**config.mk**
```make
export PLATFORM = sky130hd
export DESIGN_NAME = cfs_rx_ctrl
export DESIGN_NICKNAME = d
export VERILOG_FILES = /design/src/rtl/cfs_rx_ctrl.sv
export SDC_FILE = /design/constraint.sdc
export NUM_CORES = 1
export LEC_CHECK = 0
export CAP_MARGIN = 10
export CORE_ASPECT_RATIO = 1.1
export CORE_MARGIN = 3
export CORE_UTILIZATION = 35
export DETAILED_ROUTE_END_ITERATION = 6
export PLACE_DENSITY = 0.69
export SLEW_MARGIN = 10
export SYNTH_ARGS = -nofsm -noshare
export SYNTH_HDL_FRONTEND = slang
export SYNTH_SLANG_ARGS = --single-unit
```
**constraint.sdc**
```tcl
create_clock -name pclk -period 4.7 [get_ports pclk]
set_clock_uncertainty 0.2 [all_clocks]
set_input_delay 0.705 -clock pclk [delete_from_list [all_inputs] [get_ports pclk]]
set_output_delay 0.705 -clock pclk [all_outputs]
set_load 0.02 [all_outputs]
```
**src/rtl/cfs_rx_ctrl.sv**
```systemverilog
// cfs_rx_ctrl: checks MD RX transfers for a legal offset/size pair, pushes legal ones to the RX FIFO and counts drops.
// Optional macro CFS_RX_CTRL_DROP_SAT_EN: drop counter saturates instead of wrapping.
`timescale 1ns/1ps
`default_nettype none

module cfs_rx_ctrl #(
    parameter  int ALGN_DATA_WIDTH       = 32,
    parameter  int STATUS_CNT_DROP_WIDTH = 8,
    localparam int BYTES                 = ALGN_DATA_WIDTH / 8,
    localparam int OFFSET_W              = (ALGN_DATA_WIDTH <= 8) ? 1 : $clog2(BYTES),
    localparam int SIZE_W                = $clog2(BYTES) + 1
) (
    input  logic                             pclk,
    input  logic                             presetn,
    input  logic                             md_rx_valid,
    input  logic [ALGN_DATA_WIDTH-1:0]       md_rx_data,
    input  logic [OFFSET_W-1:0]              md_rx_offset,
    input  logic [SIZE_W-1:0]                md_rx_size,
    output logic                             md_rx_ready,
    output logic                             md_rx_err,
    output logic                             push_valid,
    output logic [ALGN_DATA_WIDTH-1:0]       push_data,
    output logic [OFFSET_W-1:0]              push_offset,
    output logic [SIZE_W-1:0]                push_size,
    input  logic                             push_ready,
    input  logic                             ctrl_clr,
    output logic [STATUS_CNT_DROP_WIDTH-1:0] status_cnt_drop,
    output logic                             max_drop
);

    localparam int                               CW        = SIZE_W + 1;
    localparam logic [CW-1:0]                    C_BYTES   = CW'(BYTES);
    localparam logic [CW-1:0]                    C_DIV_ONE = CW'(1);
    localparam logic [STATUS_CNT_DROP_WIDTH-1:0] C_CNT_ONE = STATUS_CNT_DROP_WIDTH'(1);

    localparam logic [1:0] IDLE = 2'd0;
    localparam logic [1:0] PUSH = 2'd1;
    localparam logic [1:0] RSP  = 2'd2;

    logic [1:0]                       r_state;
    logic                             r_err;
    logic [ALGN_DATA_WIDTH-1:0]       r_data;
    logic [OFFSET_W-1:0]              r_offset;
    logic [SIZE_W-1:0]                r_size;
    logic [STATUS_CNT_DROP_WIDTH-1:0] r_cnt;

    logic [CW-1:0] w_offset_ext;
    logic [CW-1:0] w_size_ext;
    logic [CW-1:0] w_end;
    logic [CW-1:0] w_base;
    logic [CW-1:0] w_div;
    logic          w_legal;
    logic          w_drop;

    // Extra bit on all terms so offset+size and BYTES+offset never truncate
    always_comb begin
        w_offset_ext = CW'(md_rx_offset);
        w_size_ext   = CW'(md_rx_size);
        w_end        = w_offset_ext + w_size_ext;
        w_base       = C_BYTES + w_offset_ext;
        w_div        = (md_rx_size == '0) ? C_DIV_ONE : w_size_ext;
        w_legal      = (md_rx_size != '0) && (w_end <= C_BYTES) && ((w_base % w_div) == '0);
        w_drop       = (r_state == IDLE) && md_rx_valid && !w_legal;
    end

    always_ff @(posedge pclk or negedge presetn) begin
        if (!presetn) begin
            r_state  <= IDLE;
            r_err    <= 1'b0;
            r_data   <= '0;
            r_offset <= '0;
            r_size   <= '0;
        end else begin
            case (r_state)
                IDLE: begin
                    if (md_rx_valid) begin
                        r_data   <= md_rx_data;
                        r_offset <= md_rx_offset;
                        r_size   <= md_rx_size;
                        r_err    <= !w_legal;
                        r_state  <= w_legal ? PUSH : RSP;
                    end
                end
                PUSH: begin
                    if (push_ready) begin
                        r_err   <= 1'b0;
                        r_state <= RSP;
                    end
                end
                RSP:     r_state <= IDLE;
                default: r_state <= IDLE;
            endcase
        end
    end

    // Clear wins over a same-cycle drop; that drop is intentionally lost
    always_ff @(posedge pclk or negedge presetn) begin
        if (!presetn) begin
            r_cnt <= '0;
        end else if (ctrl_clr) begin
            r_cnt <= '0;
        end else if (w_drop) begin
`ifdef CFS_RX_CTRL_DROP_SAT_EN
            if (r_cnt != '1) begin
                r_cnt <= r_cnt + C_CNT_ONE;
            end
`else
            r_cnt <= r_cnt + C_CNT_ONE;
`endif
        end
    end

    always_comb begin
        md_rx_ready     = (r_state == RSP);
        md_rx_err       = md_rx_ready && r_err;
        push_valid      = (r_state == PUSH);
        push_data       = r_data;
        push_offset     = r_offset;
        push_size       = r_size;
        status_cnt_drop = r_cnt;
        max_drop        = &r_cnt;
    end

endmodule

`default_nettype wire

```
== After elaboration in Yosys (flattened, before gate mapping) ==
Cells that the tools add are included.

* Flip-flop bits (word level): 48
* Output and inout port bits: 49
* Word-level logic and storage cells: 41

* Add/subtract/negate cells: 3
* Divide/modulo/power cells: 1
* $lt $le $gt $ge: 1
* Equal/unequal tests: 4
* Multiplexer cells: 10
* Reduce and logical (&&, ||, !) cells: 16

{| class="wikitable"
|+ Operator list
! kind !! number
|-
| 2-to-1 mux 8 bit || 2
|-
| adder 8 x 1 -> 8 bit (second input constant) || 1
|-
| AND reduction 8 bit || 1
|-
| 2-to-1 mux 2 bit || 3
|-
| logical AND 1 bit || 5
|-
| adder 2 x 3 -> 4 bit || 1
|-
| adder 3 x 2 -> 4 bit (first input constant) || 1
|-
| <= comparator 4 x 3 -> 1 bit (second input constant) || 1
|-
| logical NOT 4 bit || 1
|-
| modulo 4 x 4 -> 4 bit || 1
|-
| case mux 2 bit (2 select lines) || 1
|-
| AND reduction 2 bit || 2
|-
| nonzero test 2 bit || 2
|-
| logical NOT 3 bit || 1
|-
| 2-to-1 mux 3 bit || 1
|-
| AND reduction 3 bit || 1
|-
| nonzero test 3 bit || 1
|-
| equality test 2 x 1 -> 1 bit (second input constant) || 1
|-
| equality test 2 bit (second input constant) || 1
|-
| logical NOT 2 bit || 1
|-
| 2-to-1 mux 1 bit || 2
|-
| inequality test 2 x 1 -> 1 bit (second input constant) || 1
|-
| inequality test 2 bit (second input constant) || 1
|-
| case mux 1 bit (2 select lines) || 1
|-
| logical NOT 1 bit || 1
|}

== Logic depth before layout (Yosys ltp) ==
Gate-level depths: netlist of run 1.

* Word-level depth: 9
* Mapped depth: 16

== Least setup slack after synthesis of run 1 ==
Ideal clock, no wire load.

* Kind: in2reg
* From: input md_rx_size[1]
* To: register r_cnt[3] (netlist: status_cnt_drop[3])
* Library setup time: 125 ps
* Data arrival time: 3970 ps
* Data required time: 4375 ps
* Setup slack: 405 ps
* Stages on the path: 15
* Path through: nor2_1 > or2_2 > ha_1 > o31ai_2 > a211oi_1 > nand3b_1 > inv_1 > ha_1 > nor2b_1 > a311o_1 > a31oi_4 > nor2_1 > a31oi_4 > o21ba_1 > mux2_4

* Cells in the longest elaborated chain, start to end: 8

{| class="wikitable"
|+ Ends and longest elaborated chain
! what !! line !! text
|-
| from (decl) || 18 || <nowiki>input logic [SIZE_W-1:0] md_rx_size,</nowiki>
|-
| logical NOT 3 bit || 61 || <nowiki>w_div = (md_rx_size == '0) ? C_DIV_ONE : w_size_ext;</nowiki>
|-
| 2-to-1 mux 3 bit || 61 ||
|-
| modulo 4 x 4 -> 4 bit || 62 || <nowiki>w_legal = (md_rx_size != '0) && (w_end <= C_BYTES) && ((w_base % w_div) == '0);</nowiki>
|-
| logical NOT 4 bit || 62 ||
|-
| logical AND 1 bit * || 62 ||
|-
| logical NOT 1 bit * || 63 || <nowiki>w_drop = (r_state == IDLE) && md_rx_valid && !w_legal;</nowiki>
|-
| logical AND 1 bit * || 63 ||
|-
| nonzero test 2 bit (no line) * || - ||
|-
| to (signal assigned) || 108 || <nowiki>r_cnt <= r_cnt + C_CNT_ONE;</nowiki>
|-
| to (decl) || 45 || <nowiki>logic [STATUS_CNT_DROP_WIDTH-1:0] r_cnt;</nowiki>
|}

Every way passes the cells marked *; elsewhere a longest branch is shown, timed or not.
A chain may end at the register's enable or synchronous reset.

== Final worst setup path of run 1 ==
Same ends and word-level chain as after synthesis.

==> results.md, run 1 <==
- Status: complete, no violations
- Placed cells: about 450
- Non-Filler Instances: between 400 and 500
- Cells resized by post-CTS repair: 0
- # fillers: ~630
- Max_slew headroom: approximately 27%
- Mapped Area: 2490 um^2
- Initial core utilization: 36.89%
- Clock Tree Buf Depth: 2
- Synth Register Bits: 48
- Via-to-Cell Ratio: 4.934
- Ant diodes: 0
- Path depth of the worst reg2reg path: 5
- Yosys cell types: 44
- Reg2reg setup slack: about 2.8 ns
- Final setup fails: 0
- Post-CTS Setup Bufs: 0
- Total global routing overflow: 0
- VDD IR-drop max: 0.1927 mV
- Placed Area: 3521 um^2
- Die ar.: just over 8000 um^2
- Sequential-to-total area share from yosys stat: around half
- Pre-CTS setup slack: -0.03182 ns
- Syn Area/Cell: about 9 um^2
- Launch point of the worst path: md_rx_size[1]
- Syn. warnings: 0
- Synth-to-Final Area Change: 45.28%
- CTS tree: yes
- Routed vias: about 2300
- Die span in y: ~94 um
- Die W: roughly 86 um
- CTS Hold Bufs: 0
- Share of layout cells above drive strength 1: 9.043%
- Max cap viols: 0
- Slew Limit Fails: 0
- Clk root buf: clkbuf_8
- Syn_nets: ~330
- Clk sink count: 48
- Number of enable flip-flop cells after synthesis: 0
- Ranking of synthesized cells by area: dfrtp_1 48%, nand2_1 17%, ha_1 4.5%
- RSZ-0062 raised after global routing: no
- Async SR Flop Fraction: 100.0%
- Dominant cell type by area after synthesis: dfrtp_1
- Worst-margin pin slew: about 1.1 ns
- Area share of the largest cell type after synthesis: between 40% and 50%
- Worst Setup EP: status_cnt_drop[3]$_DFFE_PN0P_
- Final hold violations: 0
- Fin area: 3617 um^2
- Largest net degree at the start of global routing: just under 50
- TritonCTS buffer count: 5
- PD cells: around 370 nW/um^2
- Worst Hold Class: flop to flop
- Post-synthesis instance total: 279
- Global Route Usage Sum: between 15 and 20%
- CP required: approximately 4.7 ns
- Vias in the first global route: between 2000 and 2500
- Final Power: roughly 0.0013 W
- Most common cell after layout, fill and taps aside: nand2_1
- Crit end category: flop
- Static leakage: 1.726 nW
- Number of H-tree levels: 2
- Overall routed net length: about 6300 um
- Remaining DRCs: 0
- Setup crit start kind: input port
- Rows: 31
- Setup ws final: 0.2693 ns
- Clock transition at path regs: about 0.090 ns
- Wire length of the first global-routing pass: between 10000 and 15000 um
- WL/cell: 13.69 um
- Arrival @ worst endpoint: 4.41 ns
- Antenna Violating Nets Remaining: 0
- RePlAce Congestion: ~0.86
- Core ar.: a little under 7000 um^2
- FF+latch area: 1201 um^2
- TritonRoute pass-1 iters: 4
- Worst Setup Path Type: input port to flop
- Fin crit period: ~4.4 ns
- Starting DRT DRC Count: 57
- Footprint of the multi-input gates: about 1200 um^2
- Most used DFF post-synth: dfrtp_1
- Period utilisation layout: about 94%
- Number of nets in the layout: between 400 and 500
- I/O pins: between 90 and 100
- Post-DP HPWL: approximately 4700 um
- Fmax: roughly 230 MHz
- Count of port buffers added during placement: 90
- Critical path peak fanout: 7
- Initial antenna violation count: 0
- Reg-to-reg endpoint: status_cnt_drop[0]$_DFFE_PN0P_
- RR Startpoint: r_state[0]$_DFFE_PN0P_
- Worst-Skew Late Latency: roughly 0.29 ns
- Setup TNS: 0 ns
- Most frequent cells in the layout: 110 x nand2_1, 89 x clkdlybuf4s50_1, 48 x dfrtp_1
power breakdown:
| group | switching (W) | internal [W] |
|---|---|---|
| Sequential | 0.0000432 | 0.000493 |
| Clock | 0.000126 | 0.000131 |
| Combinational | 0.000282 | 0.000248 |
| Total | 0.000452 | 0.000873 |
area by class of cell:
type / count / area share (%)
clock buffers: 7 / 2.663
inverters: 14 / 1.453
multi-input cells: 207 / 33.00
flip-flops and latches: 48 / 33.21
well taps: 82 / 2.836
repair buffers: 100 / 26.84
registers in the layout (all words and copies together) (netlist names):
signal / cells
status_cnt_drop: 8
push_data: 32
push_size: 3
push_offset: 2
r_err: 1
r_state: 2
kinds of logic (layout without fill, tap and decap cells):
logic type / count (synthesis) / count (layout) / share of synthesized area, %
AND/OR/NAND/NOR: 156 / 156 / 26.78
multiplexers: 8 / 8 / 4.121
buffers and inverters: 24 / 121 / 3.819
AO/OA/AOI/OAI: 30 / 30 / 10.40
flip-flops: 48 / 48 / 48.24
XOR/XNOR: 1 / 1 / 0.3518
other: 1 / 1 / 0.1506
adder cells (fa/ha/maj): 11 / 11 / 6.131
worst min path at each step:
stage,start,end,depth (start not counted)
floorplan,presetn,push_data[0]$_DFFE_PN0P_,0
global placement,push_data[11]$_DFFE_PN0P_,push_data[11]$_DFFE_PN0P_,2
detailed placement,push_data[15]$_DFFE_PN0P_,push_data[15]$_DFFE_PN0P_,2
CTS,push_data[15]$_DFFE_PN0P_,push_data[15]$_DFFE_PN0P_,2
global route,push_data[30]$_DFFE_PN0P_,push_data[30]$_DFFE_PN0P_,2
finish,push_data[4]$_DFFE_PN0P_,push_data[4]$_DFFE_PN0P_,2
metrics by stage:
stage               util, %  hold slack, ns
CTS                   53.60          0.2838
global placement      52.17          0.2566
detailed placement    52.17          0.2636
floorplan                 -          0.2094
finish                53.60          0.2781
global route          53.60          0.3016
critical path: stages:
cell and delay (ns):
clkdlybuf4s50_1 0.49, nor2_1 0.07, or2_2 0.31, ha_1 0.32, o31ai_2 0.29, a211oi_1 0.11
nand3b_1 0.18, inv_1 0.07, ha_1 0.27, nor2b_1 0.15, a311o_1 0.40, a31oi_4 0.17
nor2_1 0.11, a31oi_4 0.25, o21ba_1 0.21, mux2_4 0.31
routing by layer:
layer | track usage [%] | vias up | wire length, um
li1 | - | 1108 | -
met1 | 21.05 | 1067 | 2797
met2 | 26.91 | 78 | 2979
met3 | 3.403 | 7 | 413
met4 | 3.896 | 0 | 78
met5 | 0 | - | 0
Yosys cell counts (2+ instances only):
library cell / count
nand2_1: 110
dfrtp_1: 48
nor2_1: 14
inv_1: 13
clkbuf_1: 9
ha_1: 9
nor2b_1: 8
o21ai_0: 8
nor3_1: 6
mux2_4: 4
nand2b_1: 4
nand3_1: 4
a21oi_1: 3
a31oi_1: 2
a31oi_4: 2
and2_1: 2
fa_1: 2
mux2_2: 2
mux2i_1: 2
nand4_1: 2
o211a_1: 2
No activity file was read; power rests on OpenSTA's default activity.
==> run 2: changes to the inputs <==
- ABC_CLOCK_PERIOD_IN_PS: not set -> 4700
- CORE_MARGIN: 3 -> 2
==> run 2 against run 1 <==
Clock power grew 24%. Sequential power is essentially flat. Via count shrank 2.2%. Hold slack lost 0.0022 ns. Sequential cell count is the same.
==> results.md, run 2 (synthesized netlist as in run 1, its figures left out) <==
- Routed vias: 2211 (-2.2%)
- Final hold violations: 0 (unchanged)
- Total global routing overflow: 0 (unchanged)
- Synth-to-Final Area Change: 46.63%
- Cell family contributing the most delay on the critical path: compound AO/OA/AOI/OAI gates
- Pre-CTS setup slack: 0.01872 ns (+0.05055 ns)
- CTS tree: yes
- Max_slew headroom: 53.57% (+26 points)
- Worst-Skew Late Latency: 0.29 ns (about the same)
- WL/cell: 12.72 um (-7.1%)
- Setup crit start kind: input port
- RSZ-0062 raised after global routing: no
- Die ar.: 7805 um^2 (-4.4%)
- Number of flip-flops in the largest register: 32 (unchanged)
- Critical path peak fanout: 7 (unchanged)
- Most common cell after layout, fill and taps aside: nand2_1
- Wire length of the first global-routing pass: 10180 um (-3.9%)
- Critical-path cell list: clkdlybuf4s50_1 -> nor2_1 -> or2_2 -> ha_1 -> o31ai_2 -> a31oi_1 -> nand3b_1 -> inv_1 -> ha_1 -> nor2b_1 -> a311o_1 -> a31oi_4 -> nor2_1 -> a31oi_4 -> o21ba_1 -> mux2_4
- Post-DP HPWL: 4503 um (-3.6%)
- Remaining DRCs: 0 (unchanged)
- PD cells: 379.0 nW/um^2 (+3.5%)
- Slew Limit Fails: 0 (unchanged)
- Static leakage: 1.740 nW (+0.82%)
- Count of port buffers added during placement: 90 (unchanged)
- Buf/Inv on CP: 2 (unchanged)
- Rows: 32 (+3.2%)
- Die W: 84.42 um (-2.3%)
- Via-to-Cell Ratio: 4.786 (-3.0%)
- Initial antenna violation count: 0 (unchanged)
- Worst Hold Class: flop to flop
- Crit end category: flop
- Final setup fails: 0 (unchanged)
- I/O pins: 91 (unchanged)
- Fin crit period: 4.369 ns (-0.06123 ns)
- Setup ws final: 0.3306 ns (+0.06123 ns)
- Crit-path max cell delay: 0.47 ns (-0.02 ns)
- Starting DRT DRC Count: 56 (-1.8%)
- Core ar.: 6967 um^2 (+3.2%)
- Number of H-tree levels: 2 (unchanged)
- Worst-margin pin slew: 0.6948 ns (-0.3956 ns)
- TritonCTS buffer count: 5 (unchanged)
- Clock transition at path regs: 0.09 ns (about the same)
- VDD IR-drop max: 0.1709 mV (-11%)
- Number of nets in the layout: 429 (unchanged)
- Final Power: 0.001384 W (+4.5%)
- Status: complete, no violations
- Global Route Usage Sum: 15.94% (-0.081 points)
- Post-CTS Setup Bufs: 0 (unchanged)
- Clk root buf: clkbuf_8
- Period utilisation layout: 92.97% (-1.3 points)
- RePlAce Congestion: 0.8277 (-3.7%)
- Most frequent cells in the layout: 110 x nand2_1, 89 x clkdlybuf4s50_1, 48 x dfrtp_1
- TritonRoute pass-1 iters: 5 (+1)
- Initial core utilization: 35.74% (-1.2 points)
- Antenna Violating Nets Remaining: 0 (unchanged)
- Arrival @ worst endpoint: 4.36 ns (-0.05 ns)
- Fmax: 228.9 MHz (+1.4%)
- Max cap viols: 0 (unchanged)
- Worst Setup Path Type: input port to flop
- CP required: 4.69 ns (about the same)
- Hold Slack: 0.2759 ns (-0.002185 ns)
- Largest net degree at the start of global routing: 49 (unchanged)
- Clock Tree Buf Depth: 2 (unchanged)
- Overall routed net length: 5876 um (-6.3%)
- Share of layout cells above drive strength 1: 9.284% (+0.24 points)
- Clk sink count: 48 (unchanged)
- Placed cells: 454 (+0.67%)
- Ant diodes: 0 (unchanged)
- CTS Hold Bufs: 0 (unchanged)
- Setup TNS: 0 ns (unchanged)
- Cells resized by post-CTS repair: 0 (unchanged)
- Worst path slowest cell: clkdlybuf4s50_1
- Die span in y: 92.46 um (-2.1%)
- Non-Filler Instances: 462 (+0.87%)
- Vias in the first global route: 2223 (-0.80%)
==> run 2: cell types whose count changed in the layout (fill, tap and decap cells not counted) <==
| cell | before | now |
|---|---|---|
| bufinv_16 | 0 | 1 |
==> run 2: worst register-to-register path: cells and delay by family (launching register included) <==
family,cells,cell delay (ns)
buf+inv,1,0.41
simple gates,2,0.58
compound gates,1,0.29
flops,1,0.40
==> run 2: worst paths after layout <==
check | from | end | slack [ns] | cells past startpoint
min in group asynchronous | presetn | push_data[21]$_DFFE_PN0P_ | 0.30 | 2
max reg2reg | r_state[0]$_DFFE_PN0P_ | r_state[0]$_DFFE_PN0P_ | 2.73 | 4
max in group asynchronous | presetn | push_data[24]$_DFFE_PN0P_ | 3.60 | 2
min reg2reg | push_data[25]$_DFFE_PN0P_ | push_data[25]$_DFFE_PN0P_ | 0.28 | 2
min | push_data[25]$_DFFE_PN0P_ | push_data[25]$_DFFE_PN0P_ | 0.28 | 2
max | md_rx_size[1] | status_cnt_drop[3]$_DFFE_PN0P_ | 0.33 | 16
==> run 2: layout make-up <==
| cell class | instances | area (um^2) |
|---|---|---|
| Sequential cell | 48 | 1201 |
| Timing Repair Buffer | 100 | 970.9 |
| Fill cell | 682 | 3316 |
| Clock buffer | 7 | 96.34 |
| Tap cell | 85 | 106.4 |
| Clock inverter | 1 | 30.03 |
| Inverter | 14 | 52.55 |
| Multi-Input combinational cell | 207 | 1194 |
==> run 2: metrics by stage <==
stage / instance area (um^2) / utilization [%]
floorplan: 2490 / -
global placement: 3525 / 50.59
detailed placement: 3525 / 50.59
CTS: 3651 / 52.41
global route: 3651 / 52.41
finish: 3651 / 52.41
==> run 2: report_power, final <==
group          total [W]  switching, W  internal [W]
sequential      0.000536     0.0000424      0.000493
combinational   0.000529      0.000281      0.000248
clock           0.000319      0.000131      0.000188
total            0.00138      0.000454      0.000929
==> run 2: routing by layer <==
layer | wire length [um] | up-vias | part of all wire [%] | GRT usage [%]
li1 | - | 1097 | - | -
met1 | 2550 | 1042 | 43 | 19.70
met2 | 2967 | 65 | 50 | 28.44
met3 | 292 | 7 | 5.0 | 3.209
met4 | 66 | 0 | 1.1 | 4.101
met5 | 0 | - | 0 | 0
==> run 3: changes to the inputs <==
- HOLD_SLACK_MARGIN: not set -> 0.15
==> results of run 3 <==
Same layout as run 2: the final DEF is identical, and so are final timing and power.
